===== config.mk =====
export PLATFORM = sky130hd
export DESIGN_NAME = pipe_stage_hs
export DESIGN_NICKNAME = d
export VERILOG_FILES = /design/src/rtl/pipe_pkg.sv /design/src/rtl/pipe_slot.sv /design/src/rtl/pipe_stage_hs.sv
export SDC_FILE = /design/constraint.sdc
export NUM_CORES = 1
export LEC_CHECK = 0
export BUFFER_PORTS_ARGS = -buffer_cell sky130_fd_sc_hd__buf_2
export CORE_ASPECT_RATIO = 0.7
export CORE_MARGIN = 10
export CORE_UTILIZATION = 59
export CTS_CLUSTER_DIAMETER = 50
export DETAILED_ROUTE_END_ITERATION = 6
export GPL_TIMING_DRIVEN = 0
export PLACE_DENSITY = 0.86
export SYNTH_ARGS = -nofsm -noshare
export SYNTH_HDL_FRONTEND = slang
export SYNTH_HIERARCHICAL = 1
export SYNTH_SLANG_ARGS = --single-unit

===== constraint.sdc =====
create_clock -name clk -period 4.2 [get_ports clk]
set_clock_uncertainty 0.1 [all_clocks]
set_input_delay 0.63 -clock clk [delete_from_list [all_inputs] [get_ports clk]]
set_output_delay 0.63 -clock clk [all_outputs]
set_load 0.01 [all_outputs]

===== src/rtl/pipe_pkg.sv =====
// rtl/pipe_pkg.sv - shared pipeline-register widths, field offsets and stage states
package pipe_pkg;

    localparam int XLEN         = 32;
    localparam int REG_ADDR_W   = 5;
    localparam int CTRL_FIELD_W = 5;

    // EX/MEM bundle, MSB first: ctrl | addr | wdata | alu | pc4 | waddr
    localparam int EX_MEM_WADDR_OFF = 0;
    localparam int EX_MEM_PC4_OFF   = EX_MEM_WADDR_OFF + REG_ADDR_W;
    localparam int EX_MEM_ALU_OFF   = EX_MEM_PC4_OFF + XLEN;
    localparam int EX_MEM_WDATA_OFF = EX_MEM_ALU_OFF + XLEN;
    localparam int EX_MEM_ADDR_OFF  = EX_MEM_WDATA_OFF + XLEN;
    localparam int EX_MEM_CTRL_OFF  = EX_MEM_ADDR_OFF + XLEN;
    localparam int EX_MEM_W         = EX_MEM_CTRL_OFF + CTRL_FIELD_W;

    // Default bundle widths for the other stage boundaries
    localparam int IF_ID_W  = CTRL_FIELD_W + 2 * XLEN;
    localparam int ID_EX_W  = CTRL_FIELD_W + 4 * XLEN + REG_ADDR_W;
    localparam int MEM_WB_W = CTRL_FIELD_W + 2 * XLEN + REG_ADDR_W;

    // Encoding doubles as the number of entries held
    typedef enum logic [1:0] {
        ST_EMPTY = 2'd0,
        ST_BUSY  = 2'd1,
        ST_FULL  = 2'd2
    } state_t;

    function automatic logic [1:0] state_occupancy(state_t s);
        return s;
    endfunction

endpackage


===== src/rtl/pipe_slot.sv =====
// rtl/pipe_slot.sv - one valid-tagged bundle register with ctrl zeroing on clear
module pipe_slot
    import pipe_pkg::*;
#(
    parameter int DATA_W = EX_MEM_W,
    parameter int CTRL_W = CTRL_FIELD_W
) (
    input  logic              clk,
    input  logic              reset,
    input  logic              load,
    input  logic              clear,
    input  logic [DATA_W-1:0] d,
    output logic              valid,
    output logic [DATA_W-1:0] q
);

    // Clear wins over load; only the ctrl field is zeroed so bubble payload bits hold still
    always_ff @(posedge clk or negedge reset) begin
        if (!reset) begin
            valid <= 1'b0;
            q     <= '0;
        end else if (clear) begin
            valid                 <= 1'b0;
            q[DATA_W-1 -: CTRL_W] <= '0;
        end else if (load) begin
            valid <= 1'b1;
            q     <= d;
        end
    end

endmodule


===== src/rtl/pipe_stage_hs.sv =====
// rtl/pipe_stage_hs.sv - elastic valid/ready pipeline stage with skid, flush and stall counter
module pipe_stage_hs
    import pipe_pkg::*;
#(
    parameter int DATA_W = EX_MEM_W,
    parameter int CTRL_W = CTRL_FIELD_W,
    parameter int SKID   = 1,
    parameter int CNT_W  = 16
) (
    input  logic              clk,
    input  logic              reset,
    input  logic              flush,
    input  logic              in_valid,
    output logic              in_ready,
    input  logic [DATA_W-1:0] in_data,
    output logic              out_valid,
    input  logic              out_ready,
    output logic [DATA_W-1:0] out_data,
    output logic [1:0]        occupancy,
    output logic [CNT_W-1:0]  stall_cnt
);

    localparam logic [CNT_W-1:0] CNT_MAX = '1;

    state_t            state;
    state_t            state_nxt;
    logic              push;
    logic              pop;
    logic              main_load;
    logic              main_clear;
    logic              skid_load;
    logic              skid_clear;
    logic [DATA_W-1:0] main_d;
    logic              main_valid;
    logic [DATA_W-1:0] main_q;
    logic              skid_valid;
    logic [DATA_W-1:0] skid_q;

    // A push offered during flush is dropped; a pop during flush still completes downstream
    assign pop  = main_valid & out_ready;
    assign push = in_valid & in_ready & ~flush;

    pipe_slot #(
        .DATA_W (DATA_W),
        .CTRL_W (CTRL_W)
    ) u_main (
        .clk   (clk),
        .reset (reset),
        .load  (main_load),
        .clear (main_clear),
        .d     (main_d),
        .valid (main_valid),
        .q     (main_q)
    );

    generate
        if (SKID != 0) begin : g_skid
            pipe_slot #(
                .DATA_W (DATA_W),
                .CTRL_W (CTRL_W)
            ) u_skid (
                .clk   (clk),
                .reset (reset),
                .load  (skid_load),
                .clear (skid_clear),
                .d     (in_data),
                .valid (skid_valid),
                .q     (skid_q)
            );
            // Ready comes straight from a flop, breaking the out_ready -> in_ready path
            assign in_ready = ~skid_valid;
        end else begin : g_single
            assign skid_valid = 1'b0;
            assign skid_q     = '0;
            // Single register: accept when empty or when the held entry leaves this cycle
            assign in_ready   = out_ready | ~main_valid;
        end
    endgenerate

    assign out_valid = main_valid;
    assign out_data  = main_q;
    assign occupancy = state_occupancy(state);

    // State register
    always_ff @(posedge clk or negedge reset) begin
        if (!reset) begin
            state <= ST_EMPTY;
        end else begin
            state <= state_nxt;
        end
    end

    // Next-state: occupancy tracking, flush returns to EMPTY unconditionally
    always_comb begin
        state_nxt = state;
        if (flush) begin
            state_nxt = ST_EMPTY;
        end else begin
            case (state)
                ST_EMPTY: if (push) state_nxt = ST_BUSY;
                ST_BUSY: begin
                    if (push && !pop && SKID != 0) state_nxt = ST_FULL;
                    else if (!push && pop)         state_nxt = ST_EMPTY;
                end
                ST_FULL:  if (pop) state_nxt = ST_BUSY;
                default:  state_nxt = ST_EMPTY;
            endcase
        end
    end

    // Slot controls: MAIN always presents the oldest entry, SKID absorbs one overflow
    always_comb begin
        main_load  = 1'b0;
        main_clear = 1'b0;
        skid_load  = 1'b0;
        skid_clear = 1'b0;
        main_d     = in_data;
        if (flush) begin
            main_clear = 1'b1;
            skid_clear = 1'b1;
        end else begin
            case (state)
                ST_EMPTY: main_load = push;
                ST_BUSY: begin
                    if (push && pop) main_load  = 1'b1;
                    else if (push)   skid_load  = 1'b1;
                    else if (pop)    main_clear = 1'b1;
                end
                ST_FULL: begin
                    if (pop) begin
                        main_load  = 1'b1;
                        main_d     = skid_q;
                        skid_clear = 1'b1;
                    end
                end
                default: begin
                    main_clear = 1'b1;
                    skid_clear = 1'b1;
                end
            endcase
        end
    end

    // Saturating count of cycles the downstream refused a presented bundle
    always_ff @(posedge clk or negedge reset) begin
        if (!reset) begin
            stall_cnt <= '0;
        end else if (main_valid && !out_ready && stall_cnt != CNT_MAX) begin
            stall_cnt <= stall_cnt + CNT_W'(1);
        end
    end

endmodule


After elaboration in Yosys (flattened, before gate mapping) --
Cells that the tools add are included.
Word-level totals: output and inout bits 158, input port bits 143, bits in registers 296, word-level logic and storage cells 69
Cells by class: equal/unequal tests 6, add/subtract/negate cells 1, bitwise operators 7, reduce and logical (&&, ||, !) cells 16, multiplexer cells 31
Operators with widths (number):
- 138-bit 2-to-1 mux | 5
- 16-bit by 1-bit adder with 16-bit output, second input constant | 1
- 16-bit inequality test, second input constant | 1
- 1-bit 2-to-1 mux | 15
- 2-bit 2-to-1 mux | 5
- 5-bit 2-to-1 mux | 2
- 3-bit inequality test, second input constant | 2
- 2-bit one-hot mux with 3 select lines | 1
- 1-bit logical AND | 5
- 4-bit inequality test, second input constant | 1
- 1-bit NOT | 4
- 1-bit one-hot mux with 2 select lines | 2
- 2-bit AND reduction | 2
- 2-bit nonzero test | 2
- 2-bit OR reduction | 2
- 1-bit bitwise AND | 3
- 1-bit zero test | 3
- 1-bit one-hot mux with 3 select lines | 1
- 3-bit AND reduction | 1
- 2-bit by 1-bit == test with 1-bit output, second input constant | 1
- 2-bit == test, second input constant | 1
- 2-bit zero test | 1

Longest topological paths before layout --
depth after elaboration 9, gate-level depth with buffers 10, depth with buffers taken out 6

Hierarchy --
Netlist, hierarchy kept.
By module, submodules not included:
- pipe_slot | times used 2, area each 5471.5 µm², cells each 301, sequential area each 3478.3 µm²
- pipe_stage_hs | times used 1, area each 2712.6 µm², cells each 252, sequential area each 450.4 µm²

Worst setup path before layout --
Ideal clock, no wire load.
path type input -> register, start point in in_valid, end point reg g_skid.u_skid.q[100], path buffers 4, slack 1.715 ns, library setup time 0.125 ns, arrival 2.260 ns, data required time 3.975 ns, cell stages on the path 10, path through nor2b_1 > nor2b_1 > nand2_1 > nor3_1 > buf_6 > nor2b_4 > buf_6 > buf_6 > buf_6 > mux2_4
Between the ends: word-level cells in the longest chain between the ends 7, elaborated cells between the ends (all ways) 8, classes of those cells mux: 4; bitwise: 2; reduce/logical: 2
Ends and longest elaborated chain:
- start, declared | RTL line pipe_stage_hs.sv:13 | input logic in_valid,
- 1-bit bitwise AND * (2 in a row) | RTL line pipe_stage_hs.sv:41 | assign push = in_valid & in_ready & ~flush;
- 1-bit 2-to-1 mux or 1-bit logical AND (tied branches) | RTL line pipe_stage_hs.sv:126, pipe_stage_hs.sv:125
- 1-bit 2-to-1 mux * | RTL line pipe_stage_hs.sv:125 | if (push && pop) main_load = 1'b1;
- 1-bit 2-to-1 mux * | RTL line pipe_stage_hs.sv:122 | case (state)
- 1-bit 2-to-1 mux * | RTL line pipe_stage_hs.sv:118 | if (flush) begin
- via skid_load | RTL line pipe_stage_hs.sv:31 | logic skid_load;
- 2-bit AND reduction (no source line) *
- end signal, assigned | RTL line pipe_slot.sv:21 | q <= '0;
- end signal, assigned by index | RTL line pipe_slot.sv:24 | q[DATA_W-1 -: CTRL_W] <= '0;
- end signal, assigned | RTL line pipe_slot.sv:27 | q <= d;
- end, declared | RTL line pipe_slot.sv:14 | output logic [DATA_W-1:0] q
The timed path passes the listed nets; every way through them passes the cells marked *. A chain may end at the register's enable or synchronous reset.

Final worst setup path --
start point reg g_skid.u_skid.valid, end point reg g_skid.u_skid.q[91]
Between the ends: word-level cells in the longest chain between the ends 8, elaborated cells between the ends (all ways) 9, classes of those cells mux: 4; bitwise: 3; reduce/logical: 2
Ends and longest elaborated chain:
- start, declared | RTL line pipe_slot.sv:13 | output logic valid,
- start signal, assigned | RTL line pipe_slot.sv:20 | valid <= 1'b0;
- start signal, assigned | RTL line pipe_slot.sv:23 | valid <= 1'b0;
- start signal, assigned | RTL line pipe_slot.sv:26 | valid <= 1'b1;
- 1-bit NOT * | RTL line pipe_stage_hs.sv:71 | assign in_ready = ~skid_valid;
- 1-bit bitwise AND * (2 in a row) | RTL line pipe_stage_hs.sv:41
- 1-bit 2-to-1 mux or 1-bit logical AND (tied branches) | RTL line pipe_stage_hs.sv:126, pipe_stage_hs.sv:125
- 1-bit 2-to-1 mux * | RTL line pipe_stage_hs.sv:125
- 1-bit 2-to-1 mux * | RTL line pipe_stage_hs.sv:122
- 1-bit 2-to-1 mux * | RTL line pipe_stage_hs.sv:118
- via skid_load | RTL line pipe_stage_hs.sv:31
- 2-bit AND reduction (no source line) *
Marked as above.

==> impl.org <==
** CTS
- Clock buffer count from CTS :: 30
- TritonCTS built the clock tree.
- Clock sinks :: 296
- CTS built an H-tree with a depth of 1.
- Buffers added to address setup during post-CTS repair amount to 0.
- Buffer levels on the longest clock path :: 3
- At the later pin of the worst-skew pair, clock insertion delay measures 0.54 ns.
- Clock root cell :: sky130_fd_sc_hd__clkbuf_16
- Clock-pin slew was measured on the worst setup and hold paths at 0.06 ns.

** Synthesis
- Of the post-synthesis cell area, the part taken by muxes is 38.1%.
- Share of synthesized cell area in full adder, half adder and majority cells :: 0.0916%
- In this run, distinct cell masters in the synthesized netlist total 40.
- Counting every net in the synthesized netlist gives 998.
- In this run the cell area of the synthesized design comes to 0.0137 sq mm.
- Post-synthesis share of cell area spent on xor and xnor gates :: 0.834%
- Dividing the synthesized area by the synthesized cell count gives 16.0 sq um.
- Synth Register Bits :: 296
- Combinational family with the most area after synthesis :: multiplexers
- For this run, the register share of the synthesized area comes to 54.2%.
- Synth Warn # :: 6
- Complex-gate fraction of the synthesized area :: 0.495%
- Synthesized instance count :: 854
- Share of synthesized cell area in and, or, nand and nor gates :: 2.90%

** Worst setup path
- CP required :: 4.52 ns
- The critical path goes through nor2b_1 > nor2b_1 > nand2_1 > nor3_1 > buf_6 > nor2b_4 > buf_6 > buf_6 > buf_6 > mux2_4.
- Critical path launch point type :: register
- The slowest stage of the critical path is the sky130_fd_sc_hd__dfrtp_1 cell.
- Worst setup EP type :: register
- Data arrival, critical path :: 2.86 ns
- Max FO, Critical Path :: 10
- Most frequent CP cell :: sky130_fd_sc_hd__buf_6
- Worst stage delay on the critical path :: 0.40 ns
- Worst setup path class :: reg -> reg

** Die
- CORE AREA :: 0.0227 sq mm
- Measured along the y axis, the die boundary spans 147 microns.
- Total number of placement rows :: 46
- For this configuration, the core starts out at a cell density of 60.1%.
- Ports placed on the boundary :: 301
- The die covers 0.0297 sq mm.
- Die width :: 202 microns

** Placement
- After legalization and detailed placement, the total HPWL measured 23,700 microns.
- Instance area after placement :: 0.0156 sq mm
- At the end of routability-driven placement, the weighted congestion stood at 0.802.
- Placed cells :: 1,468
- I/O Buffers :: 300

** Global route
- Number of antenna violations at the first check in global routing :: 13
- Largest net degree at the start of global routing :: 118
- First-pass GRT wire length :: 52,800 microns
- Total routing resource utilization after global routing :: 22.0%
- Vias in the first global route :: 9,120
- Total overflow reported by the global router :: 0

** Cells and area
- At the end of the flow, the number of nets in the layout was 1,333.
- Most used cells in the layout excluding fill and tap cells :: sky130_fd_sc_hd__buf_2, sky130_fd_sc_hd__dfrtp_1, sky130_fd_sc_hd__mux2_2
- Non-filler instance count after layout :: 1,530
- Share of layout cells above drive strength 1 :: 66.6%
- Fill cell count :: 1,451
- Area added between synthesis and finish :: 21.5%
- Most common cell after layout, fill and taps aside :: sky130_fd_sc_hd__buf_2
- Final core utilization :: 73.0%
- Area of all placed cells without fillers :: 0.0166 sq mm

** Power
- For this design the total switching power over the nets is 2.69 mW.
- Per report_power, the combinational group accounts for 26.3% of the total.
- Share of power burned in registers :: 47.0%
- Internal power comes to 6.88 mW.
- VDD sags by at most 0.377 mV.
- Clock network fraction of total power :: 26.7%
- The analysis attributes to cell leakage a power of 7.86 nW.
- Sw Ratio :: 28.1%
- Pwr/cell area :: 577 mW/mm^2

** Timing
- Timing would allow up to 0.393 GHz.
- Final slew viol count :: 0
- The worst path needs 2.54 ns of the cycle, external delays included.
- Total setup violations reported at the end of the flow :: 0
- Hold timing on the final database bottoms out at a slack of 0.213 ns.
- For the pin with the worst max-slew slack, the measured transition is 0.619 ns.
- The final critical path takes up 60.5% of the cycle.
- In the final timing run, aggregate negative setup slack is 0 ns.
- Setup repair after global routing missed its margin :: false
- The final-report hold violation count is 0.
- Headroom to the max-slew limit :: 58.7%

** Route
- The routed layout has 8,301 vias.
- In the routed layout, each cell is associated on average with a via count of 5.43.
- In this run the remaining antenna-violating nets after routing total 0.
- Dividing the detail-routed wire length by the instance count gives 21.7 microns.
- DRC violation count after routing :: 0
- For this block, the routed nets add up to 33,300 microns of wire.
- The first detailed-routing pass ran for 4 iterations.
- The detailed router finished its first iteration with 360 violations.

** Flow run
- Number of max-capacitance violations reported :: 0

** Status
- The flow ran to the end, and the final reports show no timing, DRC or antenna violations.

** Worst hold path
- The tightest min-delay check is of the in -> reg type.
## final timing paths
path / start / depth (start not counted) / slack (ns) / end
max reg2reg: g_skid.u_skid/valid / 10 / 1.66 / g_skid.u_skid/q[91]
min reg2reg: u_main/q[48] / 1 / 0.40 / u_main/q[48]
max: g_skid.u_skid/valid / 10 / 1.66 / g_skid.u_skid/q[91]
min: flush / 2 / 0.21 / occupancy[0]
min in group asynchronous: reset / 2 / 0.56 / stall_cnt[6]
max in group asynchronous: reset / 3 / 2.48 / u_main/q[28]
## stage by stage
step           worst slack [ns]  power, mW
3_5_place_dp               1.32       7.04
3_3_place_gp              -3.11       6.88
5_1_grt                    1.50       10.0
2_1_floorplan              1.72       5.97
6_report                   1.66       9.57
4_1_cts                    1.63       9.65
## kinds of logic (layout without fill, tap and decap cells)
family / Yosys count / in the layout
other: 0 / 10
buffers and inverters: 51 / 405
xor gates and xnor gates: 13 / 13
muxes: 417 / 417
DFF: 296 / 296
and+or+nand+nor: 65 / 65
adders and majority gates: 1 / 1
AOI/OAI and AO/OA: 11 / 11
## Yosys cell counts
master / instances / share of area [%]
sky130_fd_sc_hd__nand2b_1: 5 / 0.23
sky130_fd_sc_hd__or2_1: 1 / 0.046
sky130_fd_sc_hd__nor2b_4: 2 / 0.20
sky130_fd_sc_hd__mux2_1: 1 / 0.082
sky130_fd_sc_hd__o31ai_1: 1 / 0.055
sky130_fd_sc_hd__nand3_1: 8 / 0.29
sky130_fd_sc_hd__nor4_4: 1 / 0.16
sky130_fd_sc_hd__nor2_2: 1 / 0.046
sky130_fd_sc_hd__and3_1: 1 / 0.046
sky130_fd_sc_hd__ha_1: 1 / 0.092
sky130_fd_sc_hd__dfrtp_1: 296 / 54
sky130_fd_sc_hd__a21oi_1: 1 / 0.037
sky130_fd_sc_hd__mux2i_1: 10 / 0.73
sky130_fd_sc_hd__nor2b_1: 3 / 0.14
sky130_fd_sc_hd__nor3_1: 6 / 0.22
sky130_fd_sc_hd__mux2_2: 266 / 22
sky130_fd_sc_hd__nand4_4: 1 / 0.16
sky130_fd_sc_hd__and2_1: 1 / 0.046
sky130_fd_sc_hd__nand2_1: 5 / 0.14
sky130_fd_sc_hd__buf_6: 30 / 2.5
sky130_fd_sc_hd__nor4_1: 4 / 0.18
sky130_fd_sc_hd__nand4_1: 3 / 0.14
sky130_fd_sc_hd__nand3b_1: 1 / 0.055
sky130_fd_sc_hd__and4b_1: 1 / 0.073
sky130_fd_sc_hd__or4b_1: 1 / 0.073
sky130_fd_sc_hd__inv_1: 3 / 0.082
sky130_fd_sc_hd__a31oi_1: 2 / 0.092
sky130_fd_sc_hd__nor4_2: 1 / 0.092
sky130_fd_sc_hd__buf_4: 4 / 0.22
sky130_fd_sc_hd__or3_1: 1 / 0.046
sky130_fd_sc_hd__a211oi_1: 1 / 0.055
sky130_fd_sc_hd__a21boi_0: 1 / 0.055
sky130_fd_sc_hd__nor2_1: 17 / 0.47
sky130_fd_sc_hd__xor2_1: 9 / 0.58
sky130_fd_sc_hd__o21ai_0: 4 / 0.15
sky130_fd_sc_hd__buf_2: 14 / 0.51
sky130_fd_sc_hd__mux2_4: 140 / 15
sky130_fd_sc_hd__xnor2_1: 4 / 0.26
sky130_fd_sc_hd__o21a_1: 1 / 0.055
sky130_fd_sc_hd__nor4b_1: 1 / 0.064
## critical path: cells and delay by family, from the launching register on
kind / cells / cell delay (ns)
muxes: 1 / 0.32
and+or+nand+nor: 5 / 0.86
DFF: 1 / 0.40
buffers and inverters: 4 / 0.74
## cell type report
class / count / area, sq um / area share, %
Antenna cell: 10 / 25.0 / 0.151
Buffer: 48 / 438 / 2.64
Clock buffer: 47 / 916 / 5.52
Clock inverter: 4 / 26.3 / 0.158
Inverter: 3 / 11.3 / 0.0679
Multi-Input combinational cell: 507 / 5800 / 35.0
Sequential cell: 296 / 7410 / 44.6
Tap cell: 312 / 390 / 2.35
Timing Repair Buffer: 303 / 1580 / 9.50
## sequential cells by signal, summed over array words and instances (netlist names)
signal               cells
occupancy                2
g_skid.u_skid/valid      1
u_main/valid             1
u_main/q               138
stall_cnt               16
g_skid.u_skid/q        138
## what timing repair did
| action | 4_1_cts | 5_1_grt |
|---|---|---|
| endpoints found under the setup margin | 0 | 0 |
| hold endpoints to repair | 69 | 0 |
| hold buffers | 1 | 0 |
| resized for setup | 0 | 0 |
## per-layer routing
layer | up-vias | track usage, % | part of all wire [%]
met5 | - | 0 | 0.19
met4 | 10 | 5.10 | 2.0
met3 | 57 | 8.04 | 8.3
met2 | 264 | 35.6 | 47
met1 | 4222 | 27.5 | 42
li1 | 3748 | - | -
## power groups by stage
stage	clock, mW	sequential [mW]	combinational, mW
after floorplan	0	4.59	1.38
after CTS	2.60	4.49	2.56
after global placement	0	4.43	2.45
final	2.55	4.50	2.52
after detailed placement	0	4.51	2.53
after global routing	2.72	4.62	2.71
Note: power is estimated with default switching activity, not from simulation.
